<file path="src/rtl/mem_copy_engine_pkg.sv">
// Shared definitions for the memory copy engine.
//   state_e : copy FSM states
//   ADDR_W  : memory address width (addresses wrap modulo 2^ADDR_W)
package mem_copy_pkg;

   localparam int unsigned ADDR_W = 16;

   typedef enum logic [2:0] {
      IDLE,
      PRIME,
      STREAM,
      DRAIN,
      FIN
   } state_e;

endpackage

</file>
<file path="src/rtl/mem_copy_engine_if.sv">
// Control + memory-port bundle for mem_copy_engine.
//   Control : start, src, dst, len        (into engine)
//             busy, done                  (out of engine)
//   Memory  : rd_addr, wr_addr, wr_enable, wr_data (out of engine)
//             rd_data                     (into engine, 1-cycle read latency)
//   Fill    : fill, fill_value            (only when MEM_COPY_FILL_EN is defined)
// Modports: master = the engine, slave = control block / memory side.
interface mem_copy_engine_if #(
   parameter int unsigned width = 16,
   parameter int unsigned LEN_W = 16
);
   import mem_copy_pkg::*;

   logic              start;
   logic [ADDR_W-1:0] src;
   logic [ADDR_W-1:0] dst;
   logic [LEN_W-1:0]  len;
   logic              busy;
   logic              done;
   logic [ADDR_W-1:0] rd_addr;
   logic [ADDR_W-1:0] wr_addr;
   logic              wr_enable;
   logic [width-1:0]  wr_data;
   logic [width-1:0]  rd_data;
`ifdef MEM_COPY_FILL_EN
   logic              fill;
   logic [width-1:0]  fill_value;
`endif

   modport master (
      input  start, src, dst, len, rd_data,
`ifdef MEM_COPY_FILL_EN
      input  fill, fill_value,
`endif
      output busy, done, rd_addr, wr_addr, wr_enable, wr_data
   );

   modport slave (
      output start, src, dst, len, rd_data,
`ifdef MEM_COPY_FILL_EN
      output fill, fill_value,
`endif
      input  busy, done, rd_addr, wr_addr, wr_enable, wr_data
   );

endinterface

</file>
<file path="src/rtl/mem_copy_engine.sv">
// Block copy engine: moves len words from src to dst in one read-always memory,
// streaming one word per cycle after a single prime cycle.
// Ports:
//   clk   : system clock
//   rst_n : asynchronous active-low reset (aborts a transfer, no done pulse)
//   bus   : mem_copy_engine_if.master (control handshake + memory port)
// Optional: define MEM_COPY_FILL_EN to add fill/fill_value; with fill=1 the
// destination is written with fill_value using the same timing as a copy.
module mem_copy_engine
   import mem_copy_pkg::*;
#(
   parameter int unsigned width = 16,
   parameter int unsigned LEN_W = 16
) (
   input  logic              clk,
   input  logic              rst_n,
   mem_copy_engine_if.master bus
);

   state_e            r_state, w_state_d;
   logic [ADDR_W-1:0] r_src, r_dst, r_rd_hold;
   logic [LEN_W-1:0]  r_len, r_k, w_k_d;
   logic              w_accept, w_advance;
   logic [width-1:0]  w_src_data, w_wr_data;
   logic [ADDR_W-1:0] w_rd_addr, w_wr_addr;
   logic              w_busy, w_done, w_wr_enable;

`ifdef MEM_COPY_FILL_EN
   logic              r_fill;
   logic [width-1:0]  r_fill_value;

   always_ff @(posedge clk or negedge rst_n) begin
      if (!rst_n) begin
         r_fill       <= 1'b0;
         r_fill_value <= '0;
      end else if (w_accept) begin
         r_fill       <= bus.fill;
         r_fill_value <= bus.fill_value;
      end
   end

   // Fill mode leaves the read address parked; the memory is read-always so
   // this is harmless.
   assign w_advance  = !r_fill;
   assign w_src_data = r_fill ? r_fill_value : bus.rd_data;
`else
   assign w_advance  = 1'b1;
   assign w_src_data = bus.rd_data;
`endif

   // Start is honoured in IDLE and in FIN, so transfers can run back-to-back.
   assign w_accept = bus.start && ((r_state == IDLE) || (r_state == FIN));

   always_ff @(posedge clk or negedge rst_n) begin
      if (!rst_n) begin
         r_state   <= IDLE;
         r_src     <= '0;
         r_dst     <= '0;
         r_len     <= '0;
         r_k       <= '0;
         r_rd_hold <= '0;
      end else begin
         r_state   <= w_state_d;
         r_k       <= w_k_d;
         r_rd_hold <= w_rd_addr;
         if (w_accept) begin
            r_src <= bus.src;
            r_dst <= bus.dst;
            r_len <= bus.len;
         end
      end
   end

   // rd_data answers the address presented last cycle, so in STREAM the word
   // read at src+k-1 is written to dst+k-1 while src+k is being fetched.
   always_comb begin
      w_state_d   = r_state;
      w_k_d       = r_k;
      w_busy      = 1'b0;
      w_done      = 1'b0;
      w_wr_enable = 1'b0;
      w_rd_addr   = r_rd_hold;
      w_wr_addr   = '0;
      w_wr_data   = '0;

      unique case (r_state)
         IDLE: begin
         end
         PRIME: begin
            w_busy = 1'b1;
            if (w_advance) w_rd_addr = r_src;
            w_state_d = (r_len == LEN_W'(1)) ? DRAIN : STREAM;
         end
         STREAM: begin
            w_busy      = 1'b1;
            if (w_advance) w_rd_addr = r_src + ADDR_W'(r_k);
            w_wr_addr   = r_dst + ADDR_W'(r_k) - ADDR_W'(1);
            w_wr_enable = 1'b1;
            w_wr_data   = w_src_data;
            w_k_d       = r_k + LEN_W'(1);
            if (r_k == r_len - LEN_W'(1)) w_state_d = DRAIN;
         end
         DRAIN: begin
            w_busy      = 1'b1;
            w_wr_addr   = r_dst + ADDR_W'(r_len) - ADDR_W'(1);
            w_wr_enable = 1'b1;
            w_wr_data   = w_src_data;
            w_state_d   = FIN;
         end
         FIN: begin
            w_done    = 1'b1;
            w_state_d = IDLE;
         end
         default: w_state_d = IDLE;
      endcase

      if (w_accept) begin
         w_state_d = (bus.len == '0) ? FIN : PRIME;
         w_k_d     = LEN_W'(1);
      end
   end

   assign bus.busy      = w_busy;
   assign bus.done      = w_done;
   assign bus.rd_addr   = w_rd_addr;
   assign bus.wr_addr   = w_wr_addr;
   assign bus.wr_enable = w_wr_enable;
   assign bus.wr_data   = w_wr_data;

endmodule

</file>
<file path="src/flat_wrapper.sv">
// flat-port wrapper written by rule: the top's interface ports become plain ports
module mem_copy_engine_flat import mem_copy_pkg::*;
#(
   parameter int unsigned width = 16,
   parameter int unsigned LEN_W = 16
)
  (clk, rst_n, bus_start, bus_src, bus_dst, bus_len, bus_rd_data, bus_busy, bus_done, bus_rd_addr, bus_wr_addr, bus_wr_enable, bus_wr_data);
  mem_copy_engine_if #(.width(width), .LEN_W(LEN_W)) bus_i ();
  input  logic clk;
  input  logic rst_n;
  input wire logic [$bits(bus_i.start)-1:0] bus_start;
  input wire logic [$bits(bus_i.src)-1:0] bus_src;
  input wire logic [$bits(bus_i.dst)-1:0] bus_dst;
  input wire logic [$bits(bus_i.len)-1:0] bus_len;
  input wire logic [$bits(bus_i.rd_data)-1:0] bus_rd_data;
  output wire logic [$bits(bus_i.busy)-1:0] bus_busy;
  output wire logic [$bits(bus_i.done)-1:0] bus_done;
  output wire logic [$bits(bus_i.rd_addr)-1:0] bus_rd_addr;
  output wire logic [$bits(bus_i.wr_addr)-1:0] bus_wr_addr;
  output wire logic [$bits(bus_i.wr_enable)-1:0] bus_wr_enable;
  output wire logic [$bits(bus_i.wr_data)-1:0] bus_wr_data;
  assign bus_i.start = bus_start;
  assign bus_i.src = bus_src;
  assign bus_i.dst = bus_dst;
  assign bus_i.len = bus_len;
  assign bus_i.rd_data = bus_rd_data;
  assign bus_busy = bus_i.busy;
  assign bus_done = bus_i.done;
  assign bus_rd_addr = bus_i.rd_addr;
  assign bus_wr_addr = bus_i.wr_addr;
  assign bus_wr_enable = bus_i.wr_enable;
  assign bus_wr_data = bus_i.wr_data;
  mem_copy_engine #(.width(width), .LEN_W(LEN_W)) u_core (.clk(clk), .rst_n(rst_n), .bus(bus_i));
endmodule
</file>
<file path="config.mk">
export PLATFORM = sky130hd
export DESIGN_NAME = mem_copy_engine_flat
export DESIGN_NICKNAME = d
export VERILOG_FILES = /design/src/rtl/mem_copy_engine_pkg.sv /design/src/rtl/mem_copy_engine_if.sv /design/src/rtl/mem_copy_engine.sv /design/src/flat_wrapper.sv
export SDC_FILE = /design/constraint.sdc
export NUM_CORES = 1
export LEC_CHECK = 0
export ABC_AREA = 1
export CAP_MARGIN = 20
export CELL_PAD_IN_SITES_DETAIL_PLACEMENT = 0
export CELL_PAD_IN_SITES_GLOBAL_PLACEMENT = 1
export CORE_MARGIN = 1
export CORE_UTILIZATION = 25
export CTS_CLUSTER_DIAMETER = 150
export CTS_CLUSTER_SIZE = 30
export DETAILED_ROUTE_END_ITERATION = 16
export GPL_TIMING_DRIVEN = 0
export PLACE_DENSITY_LB_ADDON = 0.1
export SLEW_MARGIN = 10
export SYNTH_ARGS = -nofsm -noshare
export SYNTH_HDL_FRONTEND = slang
export SYNTH_SLANG_ARGS = --single-unit
export TNS_END_PERCENT = 10
</file>
<file path="constraint.sdc">
create_clock -name clk -period 3.26 [get_ports clk]
set_input_delay 0.489 -clock clk [delete_from_list [all_inputs] [get_ports clk]]
set_output_delay 0.489 -clock clk [all_outputs]
set_load 0.005 [all_outputs]
</file>
## Word-level counts from Yosys, hierarchy flattened

Cells that the tools add are included.

- Word-level logic and storage cells: 42
- Register bits after elaboration: 83
- Output and inout bits: 51

- Add/subtract/negate cells: 7
- Equality and inequality tests: 8
- Reductions and logical operators: 8
- Muxes and demuxes: 13

Operators with widths:

| operator | number |
|---|---|
| 16-bit one-hot mux with 2 select lines | 2 |
| 16-bit adder | 3 |
| 16-bit 2-to-1 mux | 3 |
| 16-bit by 1-bit subtractor with 16-bit output, second input constant | 3 |
| 16-bit by 1-bit adder with 16-bit output, second input constant | 1 |
| 16-bit by 1-bit == test with 1-bit output, second input constant | 1 |
| 16-bit == test | 1 |
| 16-bit zero test | 1 |
| 3-bit one-hot mux with 4 select lines | 1 |
| 3-bit 2-to-1 mux | 3 |
| 3-bit by 2-bit == test with 1-bit output, second input constant | 2 |
| 1-bit 2-to-1 mux | 4 |
| 3-bit by 1-bit == test with 1-bit output, second input constant | 1 |
| 3-bit == test, second input constant | 1 |
| 3-bit zero test | 1 |
| 3-bit by 1-bit inequality test with 1-bit output, second input constant | 1 |
| 3-bit OR reduction | 1 |
| 2-bit by 1-bit inequality test with 1-bit output, second input constant | 1 |
| 2-bit AND reduction | 1 |
| 2-bit nonzero test | 1 |
| 2-bit OR reduction | 1 |
| 1-bit logical AND | 1 |
| 1-bit logical OR | 1 |

## Depth between registers and ports, before layout

Gate-level depths: netlist of the first run.

- Word-level depth: 5
- Gate-level depth with buffers: 17
- Depth with buffers taken out: 17

## Least setup slack after synthesis of the first run

No wires, ideal clock.

- Kind: reg2out
- Start point: register u_core.r_k[3]
- End point: output port bus_wr_addr[12]
- Data required time: 2771 ps
- Stages on the path, launching flop included: 17
- Path slack: 540 ps
- Path buffers: 1
- Data arrival time: 2231 ps
- Cells stage by stage: dfrtp_1 > buf_2 > inv_1 > ha_1 > inv_1 > ha_1 > a21oi_1 > nand2_1 > a21oi_1 > inv_1 > nand2_1 > nand2_1 > nand3_1 > nand2_1 > nand2_1 > nand2_1 > o21ai_0

- Longest elaborated chain between the ends: 3

Ends and longest elaborated chain:

| what | RTL line | RTL |
|---|---|---|
| start, declared | mem_copy_engine.sv:22 | `logic [LEN_W-1:0] r_len, r_k, w_k_d;` |
| start signal, assigned | mem_copy_engine.sv:64 | `r_k <= w_k_d;` |
| 16-bit adder | mem_copy_engine.sv:97 | `w_wr_addr = r_dst + ADDR_W'(r_k) - ADDR_W'(1);` |
| 16-bit by 1-bit subtractor with 16-bit output | mem_copy_engine.sv:97 |  |
| 16-bit one-hot mux with 2 select lines | mem_copy_engine.sv:86 | `unique case (r_state)` |
| end, declared | flat_wrapper.sv:19 | `output wire logic [$bits(bus_i.wr_addr)-1:0] bus_wr_addr;` |

No other way between the ends.

## Worst setup path after layout of the first run

- Start point: register u_core.r_k[7]
- End point: output port bus_wr_addr[14]

Same word-level chain as after synthesis.

==> reports/results.txt, run 1 <==
TritonCTS Sinks - 83
Clock skew after layout - 10.0 ps
Met2 demand-to-capacity share in global routing - 0.288
Count of vias placed by the detailed router - 7121
Clock latency at the later pin of the worst-skew pair - 350 ps
Launch point of the critical path - u_core.r_k[7]
CTS tree - yes
RSZ-0062 raised after global routing - true
Least setup slack across all paths after layout - -111 ps
Final antenna diode count - 0
Gate count after technology mapping - 1036
Clock Tree Buf Depth - 2
Initial detailed-routing violation count - 373
Standard-cell row count - 61
Fraction of the yosys area taken by sequential cells - 0.293
Critical path capture point type - primary output
Final critical-path required period - 3370 ps
Antenna violations before repair - 0
Worst R2R End - u_core.r_state[0]
Die Span X - 170 µm
Transition time at the pin with the least slew margin - 858 ps
Cells on worst reg2reg path - 15
Register-to-register setup slack - 1130 ps
Routing usage on met3 - 0.0267
Number of H-tree branching levels - 3
Count of cell types in the netlist - 39
Number of buffers added to fix hold violations after cts - 0
Clock transition time at the flip-flop clock pins of the worst setup and hold paths - 70 ps
FF-to-FF Start - u_core.r_len[0]
Routability cong. - 0.806
Detail Placement HPWL - 19600 µm
Initial standard-cell utilization of the core - 0.255
Arrival time reported for the critical path endpoint - 2880 ps
Detail-routed via count per cell - 4.50
Result of the run - finished, violations left
Crit Path Max Fanout - 6
Initial DRT Pass Iterations - 5
Top-Level Pins - 118
Placement-stage cell area - 8770 µm²
Master cell of the clock root buffer - clkbuf_16
GR peak layer - met2
Worst setup path class - register to primary output
Count of max-cap constraint violations - 0
Filler Cells Inserted - 3108
Cell area after layout - 9760 µm²
Number of flops mapped to enable cells by yosys - 0
Critical Path Source Type - register
Max IR drop VDD - 396 µV
Flip-flop cell with the highest count after synthesis - dfrtp_1
Violated checks - negative setup slack
Post-synth design cell area - 7100 µm²
Required time at the worst-slack endpoint - 2770 ps
Maximum number of pins on one net before global-route repair - 55
Overall routing resource usage - 0.178
Share of final-layout standard cells stronger than drive strength 1 - 0.145
Number of warnings reported in the yosys synthesis log - 0
Height of the chip - 170 µm
Place WS - -486 ps
M1 GR Usage - 0.253
Final Slew Violations - 0
Core Area - 27900 µm²
DRC errors left - 0
Routed wire length - 25100 µm
Clock buffer count from CTS - 9
Path category of the worst min-delay check - input port to asynchronous set/reset pin
Worst-case headroom to the max-slew limit - 0.428
Sum Neg Setup Slack - -148 ps
Final hold violation count - 0
Via count of the first global-routing pass - 6825
Sum of overflow across all layers after global routing - 0
Asr flop ratio synth - 1.00
Post-synthesis net count - 1182
Post-route antenna net violation count - 0
Overall die area - 29100 µm²
IO Port Bufs - 117
Portion of the clock cycle consumed by the worst path in the final layout - 1.03
Final routed wire length divided by cell count - 15.9 µm
First-pass GRT wire length - 38900 µm
Avg Synthesized Cell Area - 6.85 µm²
Synth-to-Final Area Change - 37.5%
Power density cells - 1140 nW/µm²
Number of failing setup endpoints in the final timing report - 4
Leakage power figure - 0.00483 µW
Post-synthesis register bit count - 83
Maximum frequency from static timing analysis - 0.297 GHz
Total number of nets in the final design - 1345
[area by class of cell]
type                       instances  area (µm²)  share of cell area
sequential                        83        2090               0.214
timing repair buffer             152        1460               0.150
buffer                            22         101              0.0104
multi-input combinational        756        4650               0.477
tap                              378         473              0.0485
clock buffer                      10         239              0.0245
clock inverter                     6        65.1             0.00667
inverter                         175         676              0.0692
[Yosys cell counts, types with 6 or more instances]
library cell | number | share of area
xnor2_1 | 15 | 0.019
nand2_1 | 274 | 0.14
nand4_1 | 11 | 0.0097
o21bai_1 | 6 | 0.0063
nor3_1 | 9 | 0.0063
dfrtp_1 | 83 | 0.29
nand3_1 | 75 | 0.053
a21oi_1 | 60 | 0.042
a21o_1 | 14 | 0.015
o21ai_0 | 77 | 0.054
ha_1 | 76 | 0.13
a22o_1 | 6 | 0.0074
nor4_1 | 6 | 0.0053
inv_1 | 171 | 0.090
nor2_1 | 77 | 0.041
xor2_1 | 12 | 0.015
clkbuf_1 | 15 | 0.0079
[repair_timing]
item / 4_1_cts / 5_1_grt
setup endpoints to repair: 26 / 29
setup buffers: 33 / 1
resized for setup: 108 / 40
endpoints found under the hold margin: 0 / 0
pin swaps: 15 / 10
[cell families (layout without fill, tap and decap cells)]
group           count (synthesis)  in the layout  share of synthesized area
fa+ha+maj                      79             79                      0.142
xor+xnor                       27             27                     0.0333
compound gates                175            175                      0.137
buf+inv                       197            365                      0.105
flops                          83             83                      0.293
simple gates                  475            475                      0.289
[sequential cells by signal, summed over array words and instances, names as in the netlist]
register          cells
u_core.r_dst         16
u_core.r_k           16
u_core.r_len         16
u_core.r_rd_hold     16
u_core.r_src         16
u_core.r_state        3
[how the worst max path moves through the flow]
stage                       endpoint  slack, ps  cells past startpoint
floorplan            bus_wr_addr[12]        540                     16
global placement    u_core.r_dst[12]      -1690                      1
detailed placement   bus_wr_addr[12]       -490                     17
CTS                   bus_wr_addr[9]       -200                     14
global route         bus_wr_addr[14]       -310                     12
finish               bus_wr_addr[14]       -110                     12
[per-layer routing]
layer,wire [µm],vias up,share of wire
met4,176,0,0.0070
met3,874,10,0.035
met5,0,-,0
met1,12900,3296,0.52
met2,11100,131,0.44
li1,-,3684,-
[placed cells by master, fill, tap and decap left out, types with 12 or more instances in the layout]
cell             instances
buf_4                   32
xor2_1                  12
a21o_1                  14
dfrtp_2                 13
a21oi_1                 48
nand2_1                267
inv_1                  149
nor2_1                  73
ha_1                    58
xnor2_1                 15
clkbuf_1                14
clkdlybuf4s50_1        104
nand3_1                 67
dfrtp_1                 70
ha_4                    14
inv_2                   20
o21ai_0                 61
o21ai_1                 13
[report_power, final]
part | switching, µW | total [µW] | internal [µW]
combinational | 4690 | 8280 | 3590
sequential | 289 | 1740 | 1450
clock | 468 | 1080 | 616
[critical path: stages (launching register included)]
cell             delay [ps]
dfrtp_2                 430
inv_4                   120
ha_1                    240
inv_1                    60
ha_2                    290
a21oi_2                 190
o21ai_1                 110
a21oi_1                 140
o21ai_1                 110
a21oi_1                 120
o21ai_0                 130
nand2_1                  90
clkdlybuf4s50_1         490
[stage by stage]
| stage | util | total power (µW) | hold WS, ps | instances |
|---|---|---|---|---|
| floorplan | - | 6250 | 193 | 1036 |
| global placement | 0.314 | 8910 | 478 | 1531 |
| detailed placement | 0.315 | 8870 | 456 | 1532 |
| CTS | 0.346 | 10900 | 77.6 | 1581 |
| global route | 0.350 | 12300 | 100 | 1582 |
| finish | 0.350 | 11100 | 75.9 | 1582 |
(Power assumes the default switching activity.)
==> run 2, diff against run 1 <==
--- a/config.mk
+++ b/config.mk
@@ -6,7 +6,6 @@
 export NUM_CORES = 1
 export LEC_CHECK = 0
 export ABC_AREA = 1
-export CAP_MARGIN = 20
 export CELL_PAD_IN_SITES_DETAIL_PLACEMENT = 0
 export CELL_PAD_IN_SITES_GLOBAL_PLACEMENT = 1
 export CORE_MARGIN = 1
==> reports/results.txt, run 2 (synthesis gave the netlist of run 1 again) <==
Routability cong. - 0.806
Critical Path Source Type - register
Count of vias placed by the detailed router - 7121
Required time at the worst-slack endpoint - 2770 ps
Clock Tree Buf Depth - 2
Final Slew Violations - 0
CTS tree - yes
Final hold violation count - 0
IO Port Bufs - 117
Max IR drop VDD - 396 µV
Sum of overflow across all layers after global routing - 0
Least setup slack across all paths after layout - -111 ps
Number of failing setup endpoints in the final timing report - 4
DRC errors left - 0
Post-route antenna net violation count - 0
Switching Fraction - 0.491
Antenna violations before repair - 0
Relative contribution of sequential cells to total power - 0.156
Initial DRT Pass Iterations - 5
Total number of nets in the final design - 1345
Core Area - 27900 µm²
Final routed wire length divided by cell count - 15.9 µm
Violated checks - negative setup slack
Clock latency at the later pin of the worst-skew pair - 350 ps
Clock buffer count from CTS - 9
Die Span X - 170 µm
Arrival time reported for the critical path endpoint - 2880 ps
Height of the chip - 170 µm
TritonCTS Sinks - 83
Maximum frequency from static timing analysis - 0.297 GHz
Path category of the worst min-delay check - input port to asynchronous set/reset pin
Standard-cell row count - 61
Number of H-tree branching levels - 3
Detail-routed via count per cell - 4.50
Top-Level Pins - 118
Peak per-stage delay on the critical path - 490 ps
Clock skew after layout - 10.0 ps
Master cell of the clock root buffer - clkbuf_16
Internal power summed over all cells - 5650 µW
First-pass GRT wire length - 38900 µm
Portion of the clock cycle consumed by the worst path in the final layout - 1.03
Cell type group with the largest total delay on the critical path - compound AO/OA/AOI/OAI gates
Combinational power share - 0.746
Leakage power figure - 0.00483 µW
Crit Path Max Fanout - 6
Overall die area - 29100 µm²
Overall routing resource usage - 0.178
Clock power share - 0.098
RSZ-0062 raised after global routing - true
Sum of buffers and inverters on the critical path - 3
Transition time at the pin with the least slew margin - 858 ps
Initial standard-cell utilization of the core - 0.255
Power density cells - 1140 nW/µm²
Count of max-cap constraint violations - 0
Routed wire length - 25100 µm
Worst setup path class - register to primary output
Commonest cells after routing, fill and taps aside - nand2_1, inv_1, clkdlybuf4s50_1, nor2_1, dfrtp_1
Final critical-path required period - 3370 ps
Switching power summed over all nets - 5450 µW
Result of the run - finished, violations left
Final core area utilization - 0.350
Via count of the first global-routing pass - 6825
Overall power of the completed layout - 11100 µW
Crit-path slowest cell - clkdlybuf4s50_1
Initial detailed-routing violation count - 373
Worst-case headroom to the max-slew limit - 0.428
Critical path capture point type - primary output
Final antenna diode count - 0
Synth-to-Final Area Change - 37.5%
Most common library cell in the layout ignoring fill and taps - nand2_1
Worst-path cell chain - inv_4, ha_1, inv_1, ha_2, a21oi_2, o21ai_1, a21oi_1, o21ai_1, a21oi_1, o21ai_0, nand2_1, clkdlybuf4s50_1
Share of final-layout standard cells stronger than drive strength 1 - 0.145
Clock transition time at the flip-flop clock pins of the worst setup and hold paths - 70 ps
Maximum number of pins on one net before global-route repair - 55
Detail Placement HPWL - 19600 µm
-- run 2: cell counts in the layout (fill, tap and decap cells not counted) --
Identical to the previous run, type by type.
-- run 2: stage by stage --
stage / std cells / TNS (ps) / worst slack [ps] / hold WS (ps) / area [µm²]
after floorplan: 1036 / 0 / 540 / 193 / 7100
final: 1582 / -148 / -111 / 75.9 / 9760
after detailed placement: 1532 / -2760 / -486 / 456 / 8770
after global placement: 1531 / -142190 / -1690 / 478 / 8740
after global routing: 1582 / -2870 / -307 / 100 / 9760
after CTS: 1581 / -656 / -201 / 77.6 / 9650
-- run 2: worst register-to-register path: stages (launching register included) --
cell and delay [ps]:
dfrtp_1 440, inv_2 90, buf_4 140, ha_1 230, nand2_1 150, nor2_2 270, nand2_1 80, nand2_1 60
nand2_1 60, nor2_1 80, nand2_1 60, nor2_1 80, nand3_1 140, nand3_1 100, nand2_1 60, inv_1 40
-- run 2: final timing paths --
| check | slack [ps] | end | cells past startpoint | startpoint |
|---|---|---|---|---|
| max in group asynchronous | 2550 | u_core.r_k[13] | 2 | rst_n |
| min reg2reg | 490 | u_core.r_rd_hold[1] | 2 | u_core.r_rd_hold[1] |
| min | 80 | u_core.r_src[1] | 1 | rst_n |
| max reg2reg | 1130 | u_core.r_state[0] | 15 | u_core.r_len[0] |
| min in group clk | 490 | u_core.r_rd_hold[1] | 2 | u_core.r_rd_hold[1] |
| max | -110 | bus_wr_addr[14] | 12 | u_core.r_k[7] |
-- run 2: routing by layer --
layer | share of wire | vias up | global-route usage
met5 | 0 | - | 0
met4 | 0.0070 | 0 | 0.0239
met3 | 0.035 | 10 | 0.0267
met2 | 0.44 | 131 | 0.288
met1 | 0.52 | 3296 | 0.253
li1 | - | 3684 | -
-- run 2: power by group through the flow --
stage | logic, µW | registers [µW] | clock network (µW)
after floorplan | 4550 | 1700 | 0
after global placement | 7110 | 1800 | 0
after detailed placement | 7070 | 1800 | 0
after CTS | 8080 | 1740 | 1120
after global routing | 9370 | 1790 | 1150
final | 8280 | 1740 | 1080
-- run 2: final cells by class --
class                   instances  area (µm²)
repair buffers                152        1460
inverters                     175         676
flip-flops and latches         83        2090
clock inverters                 6        65.1
well taps                     378         473
plain buffers                  22         101
clock buffers                  10         239
multi-input cells             756        4650
fillers                      3108       18100
-- run 2: timing repair --
action | 4_1_cts | 5_1_grt
cloned | 0 | 0
gates resized for setup | 108 | 40
pin swaps | 15 | 10
setup endpoints to repair | 26 | 29
hold buffers | 0 | 0
setup buffers | 33 | 1
==> run 3, diff against run 2 <==
--- a/config.mk
+++ b/config.mk
@@ -15,6 +15,7 @@
 export DETAILED_ROUTE_END_ITERATION = 16
 export GPL_TIMING_DRIVEN = 0
 export PLACE_DENSITY_LB_ADDON = 0.1
+export SKIP_CTS_REPAIR_TIMING = 1
 export SLEW_MARGIN = 10
 export SYNTH_ARGS = -nofsm -noshare
 export SYNTH_HDL_FRONTEND = slang
==> reports/results.txt, run 3 (synthesis gave the netlist of run 1 again) <==
Peak per-stage delay on the critical path - 490 ps
Leakage power figure - 0.00495 µW
Final hold slack - 74.0 ps
Overall die area - 29100 µm²
Final critical-path required period - 3420 ps
Initial DRT Pass Iterations - 5
Count of vias placed by the detailed router - 7096
Placement-stage cell area - 8770 µm²
Critical Path Source Type - register
Initial detailed-routing violation count - 325
Detail-routed via count per cell - 4.45
Max IR drop VDD - 402 µV
Share of final-layout standard cells stronger than drive strength 1 - 0.164
DRC errors left - 0
Clock buffer count from CTS - 9
Total number of nets in the final design - 1357
RSZ-0062 raised after global routing - true
Core Area - 27900 µm²
Routed wire length - 24600 µm
Worst setup path class - register to primary output
Most common library cell in the layout ignoring fill and taps - nand2_1
Critical path capture point type - primary output
Transition time at the pin with the least slew margin - 801 ps
Cells on worst reg2reg path - 10
Synth-to-Final Area Change - 38.3%
Clock Tree Buf Depth - 2
First-pass GRT wire length - 37400 µm
Final routed wire length divided by cell count - 15.5 µm
Detail Placement HPWL - 19600 µm
Path category of the worst min-delay check - input port to asynchronous set/reset pin
Number of failing setup endpoints in the final timing report - 7
Sum of overflow across all layers after global routing - 0
Arrival time reported for the critical path endpoint - 2930 ps
Final hold violation count - 0
Initial standard-cell utilization of the core - 0.255
Clock transition time at the flip-flop clock pins of the worst setup and hold paths - 60 ps
Power density cells - 1130 nW/µm²
Via count of the first global-routing pass - 6525
Cell area after layout - 9820 µm²
Worst-path cell chain - clkinvlp_4, ha_1, inv_1, ha_2, fa_2, nand3_2, nand3_4, a21oi_1, o21ai_0, nand2_1, clkdlybuf4s50_1
Clock latency at the later pin of the worst-skew pair - 350 ps
Master cell of the clock root buffer - clkbuf_16
Crit Path Max Fanout - 4
Top-Level Pins - 118
Final antenna diode count - 0
Number of H-tree branching levels - 3
Worst-case headroom to the max-slew limit - 0.466
CTS tree - yes
Routability cong. - 0.806
Antenna violations before repair - 0
Portion of the clock cycle consumed by the worst path in the final layout - 1.05
Maximum number of pins on one net before global-route repair - 55
Violated checks - negative setup slack
Crit-path slowest cell - clkdlybuf4s50_1
TritonCTS Sinks - 83
Maximum frequency from static timing analysis - 0.292 GHz
Filler Cells Inserted - 3118
Overall routing resource usage - 0.171
Post-route antenna net violation count - 0
Standard-cell row count - 61
Least setup slack across all paths after layout - -160 ps
IO Port Bufs - 117
Final Slew Violations - 0
Result of the run - finished, violations left
Clock skew after layout - 7.74 ps
Count of max-cap constraint violations - 0
Commonest cells after routing, fill and taps aside - nand2_1, inv_1, clkdlybuf4s50_1, nor2_1
Required time at the worst-slack endpoint - 2770 ps
Die Span X - 170 µm
Height of the chip - 170 µm
-- run 3: final timing paths --
kind / startpoint / endpoint / slack [ps]
worst max-delay path: u_core.r_k[1] / bus_wr_addr[11] / -160
worst min-delay path: rst_n / u_core.r_src[1] / 70
worst max register to register: u_core.r_k[2] / u_core.r_rd_hold[11] / 1160
worst min register to register: u_core.r_rd_hold[2] / u_core.r_rd_hold[2] / 490
max in group asynchronous: rst_n / u_core.r_k[13] / 2550
min in group clk: u_core.r_rd_hold[2] / u_core.r_rd_hold[2] / 490
-- run 3: worst max-delay path, delay by kind of cell (launching register included) --
kind,cells,cell delay [ps]
AO/OA/AOI/OAI,2,260
adder cells (fa/ha/maj),3,920
buffers and inverters,3,670
flip-flops,1,410
AND/OR/NAND/NOR,3,320
-- run 3: area by class of cell --
class | instances | area (µm²) | area share
multi-input cells | 756 | 4600 | 0.469
flip-flops and latches | 83 | 2100 | 0.214
repair buffers | 164 | 1560 | 0.159
inverters | 175 | 681 | 0.0693
well taps | 378 | 473 | 0.0482
clock buffers | 10 | 239 | 0.0243
plain buffers | 22 | 104 | 0.0106
clock inverters | 6 | 65.1 | 0.00663
-- run 3: power breakdown --
group	switching, µW	leakage [µW]	internal [µW]
clock network	463	0.000148	615
logic	4610	0.00377	3600
registers	319	0.00103	1450
total	5390	0.00495	5670
-- run 3: metrics by stage --
stage,util,power [µW],instances,setup slack (ps),TNS [ps]
2_1_floorplan,-,6250,1036,540,0
4_1_cts,0.326,10000,1548,-878,-8830
3_3_place_gp,0.314,8910,1531,-1690,-142190
6_report,0.352,11100,1594,-160,-561
5_1_grt,0.352,12300,1594,-341,-2360
3_5_place_dp,0.315,8870,1532,-486,-2760
-- run 3: layer usage --
metal | GRT usage | vias up | wire length (µm) | share of wire
met5 | 0 | - | 0 | 0
met4 | 0.0212 | 0 | 108 | 0.0044
met3 | 0.0267 | 5 | 957 | 0.039
met2 | 0.274 | 135 | 11000 | 0.45
met1 | 0.247 | 3256 | 12600 | 0.51
li1 | - | 3700 | - | -
